==> config.mk <==
export PLATFORM = sky130hd
export DESIGN_NAME = i2s_tdm_tx_core_flat
export DESIGN_NICKNAME = d
export VERILOG_FILES = /design/src/rtl/i2s_tdm_tx_core_if.sv /design/src/rtl/i2s_tdm_tx_core.sv /design/src/flat_wrapper.sv
export SDC_FILE = /design/constraint.sdc
export NUM_CORES = 1
export LEC_CHECK = 0
export CAP_MARGIN = 20
export CELL_PAD_IN_SITES_DETAIL_PLACEMENT = 2
export CELL_PAD_IN_SITES_GLOBAL_PLACEMENT = 2
export CORE_ASPECT_RATIO = 1.1
export CORE_MARGIN = 4
export CORE_UTILIZATION = 35
export CTS_BUF_LIST = sky130_fd_sc_hd__clkbuf_2 sky130_fd_sc_hd__clkbuf_4 sky130_fd_sc_hd__clkbuf_8
export DETAILED_ROUTE_END_ITERATION = 7
export HOLD_SLACK_MARGIN = 0.05
export PLACE_DENSITY = 0.71
export SLEW_MARGIN = 25
export SYNTH_ARGS = -nofsm -noshare
export SYNTH_HDL_FRONTEND = slang
export SYNTH_SLANG_ARGS = --single-unit
==> constraint.sdc <==
create_clock -name aud_mclk -period 8.8 [get_ports aud_mclk]
set_input_delay 1.32 -clock aud_mclk [delete_from_list [all_inputs] [get_ports aud_mclk]]
set_output_delay 1.32 -clock aud_mclk [all_outputs]
set_load 0.02 [all_outputs]
==> src/rtl/i2s_tdm_tx_core_if.sv <==
// AXI-Stream sample channel feeding the I2S/TDM serializer.
// tdata carries the sample in bits [AUD_WIDTH+3:4]; tid carries the channel number.
interface i2s_tdm_tx_core_if #(
  parameter int TDATA_W = 32,
  parameter int TID_W   = 3
);
  logic [TDATA_W-1:0] tdata;
  logic [TID_W-1:0]   tid;
  logic               tvalid;
  logic               tready;

  modport master (output tdata, tid, tvalid, input tready);
  modport slave  (input tdata, tid, tvalid, output tready);
endinterface

==> src/rtl/i2s_tdm_tx_core.sv <==
// Channel-tagged AXI-Stream samples -> sample FIFO -> I2S stereo or TDM serial link.
// Everything runs on aud_mclk; sclk is a divided, registered copy.
module i2s_tdm_tx_core #(
  parameter int AUD_WIDTH  = 24,
  parameter int SLOT_W     = 32,
  parameter int NUM_CH     = 2,
  parameter int MODE       = 0,
  parameter int SCLK_DIV   = 1,
  parameter int FIFO_DEPTH = 16,
  parameter int TDATA_W    = 32,
  parameter int TID_W      = 3
) (
  input  logic                        aud_mclk,
  input  logic                        aud_mrst_n,
  input  logic                        enable,
  i2s_tdm_tx_core_if.slave            s_axis_aud,
  output logic                        i2s_sclk_out,
  output logic                        i2s_lrclk_out,
  output logic                        i2s_sdata_out,
  output logic [$clog2(FIFO_DEPTH):0] fifo_count,
  output logic                        underflow,
  output logic                        tid_err
);

  localparam int AW    = $clog2(FIFO_DEPTH);
  localparam int CNT_W = AW + 1;
  localparam int DIV_W = (SCLK_DIV > 1) ? $clog2(SCLK_DIV) : 1;
  localparam int BIT_W = (SLOT_W > 1) ? $clog2(SLOT_W) : 1;
  localparam int SLT_W = (NUM_CH > 1) ? $clog2(NUM_CH) : 1;
  localparam int PAD_W = SLOT_W - AUD_WIDTH;

  if (MODE == 0 && NUM_CH != 2) begin : g_bad_i2s_ch
    $error("i2s_tdm_tx_core: MODE 0 needs NUM_CH == 2");
  end
  if (MODE == 1 && (NUM_CH < 2 || NUM_CH > 8)) begin : g_bad_tdm_ch
    $error("i2s_tdm_tx_core: MODE 1 needs NUM_CH in 2..8");
  end
  if (MODE != 0 && MODE != 1) begin : g_bad_mode
    $error("i2s_tdm_tx_core: MODE must be 0 or 1");
  end
  if (AUD_WIDTH > SLOT_W || AUD_WIDTH + 4 > TDATA_W) begin : g_bad_width
    $error("i2s_tdm_tx_core: sample does not fit the slot or the stream word");
  end
  if (SCLK_DIV < 1 || FIFO_DEPTH < 2 || (FIFO_DEPTH & (FIFO_DEPTH - 1)) != 0) begin : g_bad_size
    $error("i2s_tdm_tx_core: SCLK_DIV >= 1 and power-of-2 FIFO_DEPTH >= 2 required");
  end
  if (NUM_CH > (1 << TID_W)) begin : g_bad_tid
    $error("i2s_tdm_tx_core: TID_W too narrow for NUM_CH");
  end

  typedef enum logic {IDLE, RUN} state_t;

  state_t               state;
  logic [AUD_WIDTH-1:0] mem [FIFO_DEPTH];
  logic [AW-1:0]        wr_ptr, rd_ptr;
  logic [TID_W-1:0]     wr_ch;
  logic [DIV_W-1:0]     div_cnt;
  logic [BIT_W-1:0]     bit_cnt, next_bit;
  logic [SLT_W-1:0]     slot_cnt, next_slot;
  logic [SLOT_W-1:0]    shreg, load_word;
  logic                 muted, next_lr;
  logic                 accept, push, pop, have_frame;
  logic                 div_wrap, fall_tick, last_bit, last_slot, frame_end, frame_go;
  logic [TDATA_W-1:0]   unused_tdata;

  assign unused_tdata      = s_axis_aud.tdata;
  assign s_axis_aud.tready = (fifo_count != CNT_W'(FIFO_DEPTH));
  assign accept            = s_axis_aud.tvalid && s_axis_aud.tready;
  assign push              = accept && (s_axis_aud.tid == wr_ch);
  assign have_frame        = (fifo_count >= CNT_W'(NUM_CH));

  assign div_wrap  = (div_cnt == DIV_W'(SCLK_DIV - 1));
  assign fall_tick = (state == RUN) && div_wrap && i2s_sclk_out;
  assign last_bit  = (bit_cnt == BIT_W'(SLOT_W - 1));
  assign last_slot = (slot_cnt == SLT_W'(NUM_CH - 1));
  assign frame_end = fall_tick && last_bit && last_slot;
  assign frame_go  = enable && ((state == IDLE) || frame_end);

  // A frame either pops every slot or none: the decision is made once at frame start.
  assign pop       = (frame_go && have_frame) || (fall_tick && last_bit && !last_slot && !muted);
  assign load_word = pop ? (SLOT_W'(mem[rd_ptr]) << PAD_W) : '0;

  // NOTE: every variable assigned here gets a default first so no latch is inferred.
  always_comb begin
    next_bit  = bit_cnt + 1'b1;
    next_slot = slot_cnt;
    if (last_bit) begin
      next_bit  = '0;
      next_slot = last_slot ? '0 : slot_cnt + 1'b1;
    end
    next_lr = (MODE == 0) ? (next_slot != '0) : ((next_bit == '0) && (next_slot == '0));
  end

  // NOTE: sample storage has no reset; pointers and count alone define what is valid.
  always_ff @(posedge aud_mclk) begin
    if (push) mem[wr_ptr] <= s_axis_aud.tdata[AUD_WIDTH+3:4];
  end

  // NOTE: state uses non-blocking assignments so every register samples pre-edge values.
  always_ff @(posedge aud_mclk) begin
    if (!aud_mrst_n) begin
      wr_ptr     <= '0;
      rd_ptr     <= '0;
      wr_ch      <= '0;
      fifo_count <= '0;
      tid_err    <= 1'b0;
    end else begin
      tid_err    <= accept && !push;
      fifo_count <= fifo_count + CNT_W'(push) - CNT_W'(pop);
      if (pop) rd_ptr <= rd_ptr + 1'b1;
      if (push) begin
        wr_ptr <= wr_ptr + 1'b1;
        wr_ch  <= (wr_ch == TID_W'(NUM_CH - 1)) ? '0 : wr_ch + 1'b1;
      end
    end
  end

  // sdata is fed from the shifter's MSB one tick late, giving the one-bit data delay.
  always_ff @(posedge aud_mclk) begin
    if (!aud_mrst_n) begin
      state         <= IDLE;
      div_cnt       <= '0;
      bit_cnt       <= '0;
      slot_cnt      <= '0;
      shreg         <= '0;
      muted         <= 1'b0;
      underflow     <= 1'b0;
      i2s_sclk_out  <= 1'b0;
      i2s_lrclk_out <= 1'b0;
      i2s_sdata_out <= 1'b0;
    end else begin
      underflow <= 1'b0;
      if (state == IDLE) begin
        if (enable) begin
          state         <= RUN;
          div_cnt       <= '0;
          bit_cnt       <= '0;
          slot_cnt      <= '0;
          shreg         <= load_word;
          muted         <= !have_frame;
          underflow     <= !have_frame;
          i2s_sclk_out  <= 1'b0;
          i2s_lrclk_out <= (MODE == 1);
          i2s_sdata_out <= 1'b0;
        end
      end else begin
        div_cnt <= div_wrap ? '0 : div_cnt + 1'b1;
        if (div_wrap) i2s_sclk_out <= !i2s_sclk_out;
        if (fall_tick) begin
          if (frame_end && !enable) begin
            state         <= IDLE;
            div_cnt       <= '0;
            bit_cnt       <= '0;
            slot_cnt      <= '0;
            shreg         <= '0;
            muted         <= 1'b0;
            i2s_sclk_out  <= 1'b0;
            i2s_lrclk_out <= 1'b0;
            i2s_sdata_out <= 1'b0;
          end else begin
            bit_cnt       <= next_bit;
            slot_cnt      <= next_slot;
            i2s_lrclk_out <= next_lr;
            i2s_sdata_out <= shreg[SLOT_W-1];
            shreg         <= last_bit ? load_word : (shreg << 1);
            if (frame_end) begin
              muted     <= !have_frame;
              underflow <= !have_frame;
            end
          end
        end
      end
    end
  end

endmodule

==> src/flat_wrapper.sv <==
// flat-port wrapper written by rule: the top's interface ports become plain ports
module i2s_tdm_tx_core_flat 
#(
  parameter int AUD_WIDTH  = 24,
  parameter int SLOT_W     = 32,
  parameter int NUM_CH     = 2,
  parameter int MODE       = 0,
  parameter int SCLK_DIV   = 1,
  parameter int FIFO_DEPTH = 16,
  parameter int TDATA_W    = 32,
  parameter int TID_W      = 3
)
  (aud_mclk, aud_mrst_n, enable, i2s_sclk_out, i2s_lrclk_out, i2s_sdata_out, fifo_count, underflow, tid_err, s_axis_aud_tdata, s_axis_aud_tid, s_axis_aud_tvalid, s_axis_aud_tready);
  i2s_tdm_tx_core_if #(.TDATA_W(TDATA_W), .TID_W(TID_W)) s_axis_aud_i ();
  input  logic aud_mclk;
  input  logic aud_mrst_n;
  input  logic enable;
  output logic i2s_sclk_out;
  output logic i2s_lrclk_out;
  output logic i2s_sdata_out;
  output logic [$clog2(FIFO_DEPTH):0] fifo_count;
  output logic underflow;
  output logic tid_err;
  input wire logic [$bits(s_axis_aud_i.tdata)-1:0] s_axis_aud_tdata;
  input wire logic [$bits(s_axis_aud_i.tid)-1:0] s_axis_aud_tid;
  input wire logic [$bits(s_axis_aud_i.tvalid)-1:0] s_axis_aud_tvalid;
  output wire logic [$bits(s_axis_aud_i.tready)-1:0] s_axis_aud_tready;
  assign s_axis_aud_i.tdata = s_axis_aud_tdata;
  assign s_axis_aud_i.tid = s_axis_aud_tid;
  assign s_axis_aud_i.tvalid = s_axis_aud_tvalid;
  assign s_axis_aud_tready = s_axis_aud_i.tready;
  i2s_tdm_tx_core #(.AUD_WIDTH(AUD_WIDTH), .SLOT_W(SLOT_W), .NUM_CH(NUM_CH), .MODE(MODE), .SCLK_DIV(SCLK_DIV), .FIFO_DEPTH(FIFO_DEPTH), .TDATA_W(TDATA_W), .TID_W(TID_W)) u_core (.aud_mclk(aud_mclk), .aud_mrst_n(aud_mrst_n), .enable(enable), .s_axis_aud(s_axis_aud_i), .i2s_sclk_out(i2s_sclk_out), .i2s_lrclk_out(i2s_lrclk_out), .i2s_sdata_out(i2s_sdata_out), .fifo_count(fifo_count), .underflow(underflow), .tid_err(tid_err));
endmodule
==> results of run 1 <==
## cell usage in the layout, fill, tap and decap left out, types with 3 or more instances in the layout
| cell | count |
|---|---|
| a21oi_1 | 34 |
| a32oi_1 | 4 |
| and2_1 | 12 |
| and3_1 | 24 |
| buf_16 | 4 |
| buf_4 | 22 |
| clkbuf_4 | 29 |
| clkbuf_8 | 83 |
| clkdlybuf4s50_1 | 41 |
| clkinv_1 | 14 |
| clkinv_2 | 9 |
| clkinvlp_4 | 3 |
| dfxtp_1 | 54 |
| edfxtp_1 | 384 |
| ha_1 | 16 |
| inv_1 | 17 |
| mux2i_1 | 6 |
| mux4_2 | 96 |
| nand2_1 | 11 |
| nand2b_1 | 3 |
| nand3_1 | 8 |
| nand4_1 | 3 |
| nor2_1 | 24 |
| nor2_4 | 4 |
| nor4_2 | 4 |
| o21ai_0 | 28 |
| o22a_1 | 22 |
| o22ai_1 | 22 |
| o32ai_1 | 22 |
| xnor2_1 | 6 |
| xor2_1 | 8 |
## layer usage
metal / wire [um] / global-route usage, % / share of wire, %
met1: 18600 / 21.5 / 41
met3: 1940 / 3.43 / 4.3
met4: 1130 / 6.78 / 2.5
met2: 23800 / 30.7 / 52
met5: 0 / 0 / 0
## sequential cells by signal (all words and copies together), names as in the netlist, named ones only
name                  cells
u_core.wr_ch              3
u_core.i2s_sdata_out      1
u_core.state              1
u_core.i2s_lrclk_out      1
u_core.i2s_sclk_out       1
u_core.rd_ptr             4
u_core.tid_err            1
u_core.bit_cnt            5
u_core.underflow          1
u_core.fifo_count         5
u_core.muted              1
u_core.shreg             24
u_core.wr_ptr             4
u_core.mem              384
## per-stage QoR
| step | setup slack, ns | instance area, um2 | hold WS, ns |
|---|---|---|---|
| floorplan | 4.02 | 17100 | 0.434 |
| global placement | 4.14 | 18300 | 0.464 |
| detailed placement | 4.00 | 18300 | 0.457 |
| CTS | 4.68 | 19800 | 0.482 |
| global route | 4.54 | 19900 | 0.509 |
| finish | 4.67 | 19900 | 0.476 |
## worst min-delay path by stage
stage | endpoint | cells after the start | startpoint
floorplan | u_core.shreg[8] | 2 | u_core.shreg[8]
global placement | u_core.i2s_sdata_out | 1 | u_core.shreg[31]
detailed placement | u_core.i2s_sdata_out | 1 | u_core.shreg[31]
CTS | u_core.i2s_sdata_out | 1 | u_core.shreg[31]
global route | u_core.i2s_sdata_out | 1 | u_core.shreg[31]
finish | u_core.i2s_sdata_out | 1 | u_core.shreg[31]
## final cells by class
class                      instances  area [um2]  area share [%]
clock buffer                     112        1360            6.84
multi-input combinational        380        4140            20.8
antenna                            1        2.50          0.0126
clock inverter                    27         131           0.660
timing repair buffer              69         721            3.62
sequential                       440       12700            63.6
tap                              645         807            4.06
inverter                          19        71.3           0.358
## power by group
part	switching [W]	internal (W)
logic	0.000315	0.000292
clock network	0.000851	0.000993
registers	0.0000277	0.00230
## logic make-up after synthesis
group | Yosys count | synth area share (%)
DFF | 440 | 74.2
and+or+nand+nor | 109 | 3.47
buffers and inverters | 70 | 1.94
AOI/OAI and AO/OA | 137 | 5.34
xor gates and xnor gates | 14 | 0.719
adders and majority gates | 17 | 1.29
muxes | 103 | 13.1
## worst max-delay path: stages
cell and delay [ns]:
clkdlybuf4s50_1 0.42, xor2_1 0.16, nor3_2 0.40, nand2_1 0.35, nor3b_1 0.53, and2_1 0.76
buf_4 0.46
==> impl_metrics.yaml, run 1 <==
critical_path:
  cp_max_fo: 14
  reg2reg_from: "u_core.fifo_count[2]"
  start_kind: "input port"
  startpoint: "s_axis_aud_tid[1]"
  reg2reg_depth: 8
  regToRegEndpoint: "u_core.mem[6][4]"
  rrSetupSlack_ns: 5.20
  endpoint_kind: "flop"
  worstSetupPathType: "in -> reg"
  required_ns: 9.09
  crit_end: "u_core.mem[6][4]"
  arrival_ns: 4.42
synthesis:
  syn_avg_cell_area_um2: 19.2
  ys_top_cells_by_count: "edfxtp_1 (384), mux4_2 (96), dfxtp_1 (56)"
  synth_fp_nets: 946
  ys_ff_latch: 440
  synth_top_cell_by_area: "edfxtp_1"
  yosysSeqAreaShare_pct: 74.2
  synth-warning-count: 0
  synth-edff-count: 384
  yosysMostFrequentCell: "edfxtp_1"
  async_reset_ff_share_pct: 0
  synth_top_area_share_pct: 67.6
  synth_cell_types: 43
  ys_top_cells_by_area: "edfxtp_1 (68%), mux4_2 (13%), dfxtp_1 (6.6%)"
  syn-instance-count: 890
  synth_flop_cell: "edfxtp_1"
  syn_area_um2: 17100
clock_tree:
  hold_buffers: 0
  path_clk_slew_ns: 0.06
  postCtsSetupBuffers: 0
  cts_tree: "built"
  clk_latency_ns: 0.66
  clkSinkCount: 440
  cts_made_buffers: 76
  cts_buffer_depth: 3
  cts_root_buf: "clkbuf_8"
  cts_resized: 0
  cts_max_level: 3
drt:
  first_iter_violations: 767
  dr.pass1.iters: 4
  wl_per_cell_um: 26.9
  dr_total_vias: 9114
  via_per_inst: 5.38
  finalWirelength_um: 45500
  drt_drc_violations_left: 0
  ant_nets: 0
timing:
  final.min_clock_period_ns: 4.13
  clock_skew_ns: 0.0345
  final-setup-viol-count: 0
  finalHoldViolations: 0
  max_slew_margin_pct: 32.7
  tightestPinTransition_ns: 1.01
  timing.fmax_mhz: 242
  slew_violations: 0
  setup_tns_ns: 0
  rsz0062_at_grt: "false"
  fin_crit_sh_pct: 46.9
place:
  port-buffer-count: 41
  dp_hpwl_um: 25200
  dp_cells: 1551
  place.gp.congestion: 0.706
finish:
  final_core_util_pct: 41.4
  fin_nets: 1042
  areaGrowthSynthToFinish_pct: 16.6
  final_cells: 1693
  fillCellCount: 4511
  drive_above_1_share_pct: 25.6
pwr:
  power_w: 0.00478
  p_leak_nw: 6.26
  powerDensity_nw_per_um2: 240
  peakVddDrop_mv: 0.111
hold_path:
  hold_class: "reg -> reg"
global_routing:
  antenna_found_initial: 1
  grt_max_degree: 61
  grt_overflow: 0
  grt_pass1_vias: 10300
  grt_use_total_pct: 17.5
  grt_pass1_wl_um: 67600
floorplanning:
  core_area_um2: 48000
  die-area_um2: 52300
  dieWidth_um: 219
  initial_utilization_pct: 35.5
  die_y_um: 240
  ios: 50
  rows: 84
flow_run:
  cap_violations: 0
run_status:
  status: "finished clean"
No activity file was read; power rests on OpenSTA's default activity.
==> run 2, diff against run 1 <==
Settings changed: PLACE_DENSITY 0.71 to 0.73.
Clock period 8.8 ns to 3.71 ns, I/O delays scaled along.
==> run 2 against run 1 <==
Effect of this change: cell area rose by 0.14%; highest routed layer unchanged; non-clock buffer count rose by 4; first-iteration DRC count rose by 2.7%; core utilization rose by 0.060 points; power rose by 140%; clock power rose by 150%; wire length fell by 1.9%; critical path type is now reg -> reg.
==> impl_metrics.yaml, run 2 (synthesis results as in run 1) <==
timing:
  max_slew_margin_pct: 45.3
  fin_crit_sh_pct: 91.2
  final.min_clock_period_ns: 3.38
  timing.fmax_mhz: 295
  fin_ws_ns: 0.326
  tightestPinTransition_ns: 0.820
  finalHoldViolations: 0
  final-setup-viol-count: 0
  rsz0062_at_grt: "false"
  clock_skew_ns: 0.0330
  slew_violations: 0
floorplanning:
  die_y_um: 240
  initial_utilization_pct: 35.5
  dieWidth_um: 219
  ios: 50
  core_area_um2: 48000
  die-area_um2: 52300
  rows: 84
pwr:
  comb_power_share_pct: 12.1
  powerDensity_nw_per_um2: 577
  internal_power_w: 0.00875
  p_switching_w: 0.00275
  clockPowerShare_pct: 39.4
  sw_frac_of_total_pct: 23.9
  p_leak_nw: 6.28
  peakVddDrop_mv: 0.222
  power_w: 0.0115
  seqPwrFrac_pct: 48.4
global_routing:
  met2_usage_pct: 30.3
  grt_use_total_pct: 17.4
  grt_pass1_wl_um: 67400
  grt_pass1_vias: 10200
  antenna_found_initial: 0
  busiest_layer: "met2"
  met1_usage_pct: 22.1
  use_met3_pct: 2.83
  grt_overflow: 0
  grt_max_degree: 57
critical_path:
  endpoint_kind: "flop"
  critPathBufInv: 2
  arrival_ns: 3.93
  cp_cell_sequence: "ha_1 > and3_1 > ha_1 > nand4_1 > a32oi_1 > nor2_1 > inv_2 > ha_1 > inv_1 > ha_1 > fa_1 > a21oi_1 > nor2_1 > or3_1 > a21oi_1"
  cpPeakStageDelay_ns: 0.44
  required_ns: 4.26
  start_kind: "flop"
  cp_max_fo: 6
  slowest_stage: "fa_1"
  worstSetupPathType: "reg -> reg"
  crit_path_frequent_cell: "ha_1"
  crit_family: "adder cells"
drt:
  dr_total_vias: 9080
  dr.pass1.iters: 5
  drt_drc_violations_left: 0
  wl_per_cell_um: 26.4
  via_per_inst: 5.37
  first_iter_violations: 788
  finalWirelength_um: 44600
  ant_nets: 0
clock_tree:
  cts_made_buffers: 74
  cts_buffer_depth: 3
  hold_buffers: 0
  clk_latency_ns: 0.64
  cts_resized: 0
  cts_root_buf: "clkbuf_8"
  path_clk_slew_ns: 0.06
  clkSinkCount: 440
  postCtsSetupBuffers: 0
  cts_tree: "built"
  cts_max_level: 3
finish:
  fillCellCount: 4491
  final_cells: 1691
  largest_reg_flops: 384
  layout.cells.most_common_list: "edfxtp_1 (384), mux4_2 (96), clkbuf_8 (80)"
  final_common_cell: "edfxtp_1"
  fin_nets: 1044
  register_area_um2: 12700
  reg_top3: "u_core.mem: 384 flops, u_core.shreg: 24 flops"
  regMostFlops: "u_core.mem"
  areaGrowthSynthToFinish_pct: 16.8
  multi_input_area_um2: 4140
  drive_above_1_share_pct: 25.8
flow_run:
  cap_violations: 0
run_status:
  status: "finished clean"
place:
  place_ws_ns: 0.300
  dp_hpwl_um: 24700
  place.gp.congestion: 0.720
  dp_cells: 1557
  port-buffer-count: 41
hold_path:
  hold_class: "reg -> reg"
-- run 2: cell count changes in the layout (fill, tap and decap cells not counted), moves of 2 or more --
cell / previous run / this run
buf_12: 1 / 4
clkinv_2: 9 / 4
buf_16: 4 / 0
clkbuf_4: 29 / 34
clkinvlp_4: 3 / 1
bufinv_16: 0 / 4
buf_4: 22 / 28
clkbuf_8: 83 / 80
clkinv_1: 14 / 8
-- run 2: layout make-up --
type                    count  share of cell area [%]
diodes                      2                  0.0251
clock buffers             114                    6.81
clock inverters            18                   0.936
inverters                  19                   0.358
multi-input cells         380                    20.8
flip-flops and latches    440                    63.5
well taps                 645                    4.05
repair buffers             73                    3.52
-- run 2: metal layers --
layer | part of all wire, % | routed length, um
met2 | 52 | 23300
met5 | 0 | 0
met3 | 4.3 | 1920
met1 | 41 | 18300
met4 | 2.4 | 1060
-- run 2: worst min-delay path: cells and delay by family (launching register included) --
| family | cells | cell delay, ns |
|---|---|---|
| and+or+nand+nor | 1 | 0.06 |
| AOI/OAI and AO/OA | 1 | 0.06 |
| DFF | 1 | 0.31 |
-- run 2: power groups by stage --
| stage | logic, W | clock network (W) | registers (W) |
|---|---|---|---|
| 2_1_floorplan | 0.00104 | 0 | 0.00563 |
| 3_3_place_gp | 0.00136 | 0 | 0.00567 |
| 3_5_place_dp | 0.00141 | 0 | 0.00568 |
| 4_1_cts | 0.00142 | 0.00469 | 0.00557 |
| 5_1_grt | 0.00153 | 0.00493 | 0.00559 |
| 6_report | 0.00140 | 0.00453 | 0.00557 |
-- run 2: path summary, 6_finish.rpt --
kind / end / depth (start not counted) / startpoint / slack, ns
max reg2reg: u_core.fifo_count[4] / 15 / u_core.bit_cnt[0] / 0.33
min: u_core.shreg[8] / 2 / u_core.shreg[8] / 0.47
max: u_core.fifo_count[4] / 15 / u_core.bit_cnt[0] / 0.33
min reg2reg: u_core.shreg[8] / 2 / u_core.shreg[8] / 0.47
-- run 2: metrics by stage --
| stage | hold slack, ns | area, um2 | setup TNS [ns] | utilization [%] |
|---|---|---|---|---|
| after floorplan | 0.434 | 17100 | -59.01 | - |
| after global placement | 0.450 | 18400 | 0 | 38.3 |
| after detailed placement | 0.471 | 18400 | 0 | 38.3 |
| after CTS | 0.472 | 19900 | 0 | 41.5 |
| after global routing | 0.526 | 19900 | 0 | 41.5 |
| final | 0.473 | 19900 | 0 | 41.5 |
==> run 3, diff against run 2 <==
Settings changed: SLEW_MARGIN 25 to default.
==> results of run 3 <==
The final DEF is identical to that of run 2; final timing and power are the same.
==> variant (flow settings as in run 2) <==
Put one more register stage on the output `fifo_count`, with the module's reset. The value now appears one clock later. The other outputs are not delayed to match.
--- a/src/rtl/i2s_tdm_tx_core.sv
+++ b/src/rtl/i2s_tdm_tx_core.sv
@@ -28,6 +28,8 @@
   localparam int BIT_W = (SLOT_W > 1) ? $clog2(SLOT_W) : 1;
   localparam int SLT_W = (NUM_CH > 1) ? $clog2(NUM_CH) : 1;
   localparam int PAD_W = SLOT_W - AUD_WIDTH;
+
+  logic [$clog2(FIFO_DEPTH):0] fifo_count_s0;
 
   if (MODE == 0 && NUM_CH != 2) begin : g_bad_i2s_ch
     $error("i2s_tdm_tx_core: MODE 0 needs NUM_CH == 2");
@@ -64,10 +66,10 @@
   logic [TDATA_W-1:0]   unused_tdata;
 
   assign unused_tdata      = s_axis_aud.tdata;
-  assign s_axis_aud.tready = (fifo_count != CNT_W'(FIFO_DEPTH));
+  assign s_axis_aud.tready = (fifo_count_s0 != CNT_W'(FIFO_DEPTH));
   assign accept            = s_axis_aud.tvalid && s_axis_aud.tready;
   assign push              = accept && (s_axis_aud.tid == wr_ch);
-  assign have_frame        = (fifo_count >= CNT_W'(NUM_CH));
+  assign have_frame        = (fifo_count_s0 >= CNT_W'(NUM_CH));
 
   assign div_wrap  = (div_cnt == DIV_W'(SCLK_DIV - 1));
   assign fall_tick = (state == RUN) && div_wrap && i2s_sclk_out;
@@ -102,11 +104,11 @@
       wr_ptr     <= '0;
       rd_ptr     <= '0;
       wr_ch      <= '0;
-      fifo_count <= '0;
+      fifo_count_s0 <= '0;
       tid_err    <= 1'b0;
     end else begin
       tid_err    <= accept && !push;
-      fifo_count <= fifo_count + CNT_W'(push) - CNT_W'(pop);
+      fifo_count_s0 <= fifo_count_s0 + CNT_W'(push) - CNT_W'(pop);
       if (pop) rd_ptr <= rd_ptr + 1'b1;
       if (push) begin
         wr_ptr <= wr_ptr + 1'b1;
@@ -173,5 +175,13 @@
     end
   end
 
+  always_ff @(posedge aud_mclk) begin
+    if (!aud_mrst_n) begin
+      fifo_count <= '0;
+    end else begin
+      fifo_count <= fifo_count_s0;
+    end
+  end
+
 endmodule
 
Behaviour: not the same (a bounded check fails within 4 cycles, from zero or initial values and one cycle with aud_mrst_n low).
==> variant against run 2 <==
- design area rose by 2.0%
- total power fell by 3.2%
- critical path type unchanged
- first-iteration DRC count is 12% lower
- sequential share of layout area down 0.78 points
- count of clock-buffer cells in the layout is 6 higher
- critical path depth down 1
- setup slack improved by 0.18 ns
- synthesized area up 1.1%
- wire length is 1.2% higher
- non-clock buffer count up 1
- via count down 0.34%
- sequential cell count grew 5
==> variant: results <==
[status]
status = "complete, no violations"

[final_layout]
drive_above_1_share = 0.287
nNetsFinal = 1055
n_fill_cell = 4529
antenna_cells = 0
top_regs = "u_core.mem x384, u_core.shreg x24"

[grt]
grt_usage = 0.175
met1_usage = 0.212
grt_pass1_vias = 10393
grt_pass1_wl_um = 68000
grt_use_met2 = 0.314
use_met3 = 0.0330
grt_antenna_before_repair = 1
grt_max_degree = 42

[logic_synthesis]
synth_commonest_cells = "edfxtp_1 (384), mux4_2 (96), dfxtp_1 (61)"
yosys.area_share.adder = 0.0128
postSynthNetCount = 953
synth_xor_xnor_area_share = 0.00559
synthTopCellsByArea = "edfxtp_1 (67%), mux4_2 (13%), dfxtp_1 (7.1%)"
yosys_warnings = 0
synth-compound-area-share = 0.0537
syn_inst = 897
seq_area_frac_synth = 0.739
muxShareOfSynthArea = 0.132

[power]
p_leak_nw = 6.48
ir_drop_mv = 0.224
swShare = 0.243

[worst_setup_path]
cp_slowest_cell = "fa_1"
arrival_ns = 3.76
critPathTopFamily = "adder cells"

[routing]
routed_wl_um = 45200
drt-initial-drc-count = 694
dr.pass1.iters = 6
met2WireLength_um = 23900
routed_via_density = 5.28
topRoutingLayerUsed = "met5"
routed-wl-met3_um = 1990
m1WireLength_um = 18200
vias = 9049

[place]
dp.cells = 1574
gp_congestion = 0.711
dpl_cell_area_um2 = 18800
dp_hpwl_um = 25000
pre_cts_slack_ns = 0.510
port-buffer-count = 41

[clock_network]
cts_root_buf = "clkbuf_8"
cts.clk_slew.worst_paths_ns = 0.06
cts_made_buffers = 75
clk_latency_ns = 0.65
cts_setup_buffers = 0
clk_path_buf_depth = 3
cts_htree_levels = 3

[sta]
tightestPinTransition_ns = 0.990
fin_skew_ns = 0.0445
variant: power groups by stage:
stage	logic [W]	clock network, W	registers [W]
floorplan	0.000639	0	0.00569
global placement	0.00102	0	0.00569
detailed placement	0.00107	0	0.00570
CTS	0.00108	0.00464	0.00559
global route	0.00118	0.00489	0.00560
finish	0.00106	0.00449	0.00559
variant: final cells by class:
type,count,area (um2),area share
clock buffers,120,1420,0.0698
clock inverters,19,124,0.00609
inverters,11,41.3,0.00203
multi-input cells,392,4330,0.213
flip-flops and latches,445,12800,0.628
well taps,652,816,0.0401
repair buffers,74,841,0.0414
variant: worst paths after layout:
path,end,startpoint,depth (start not counted),slack (ns)
setup / recovery,u_core.fifo_count_s0[4],u_core.bit_cnt[1],14,0.51
hold / removal,u_core.fifo_count[3],u_core.fifo_count_s0[3],1,0.47
setup reg to reg,u_core.fifo_count_s0[4],u_core.bit_cnt[1],14,0.51
hold reg to reg,u_core.fifo_count[3],u_core.fifo_count_s0[3],1,0.47
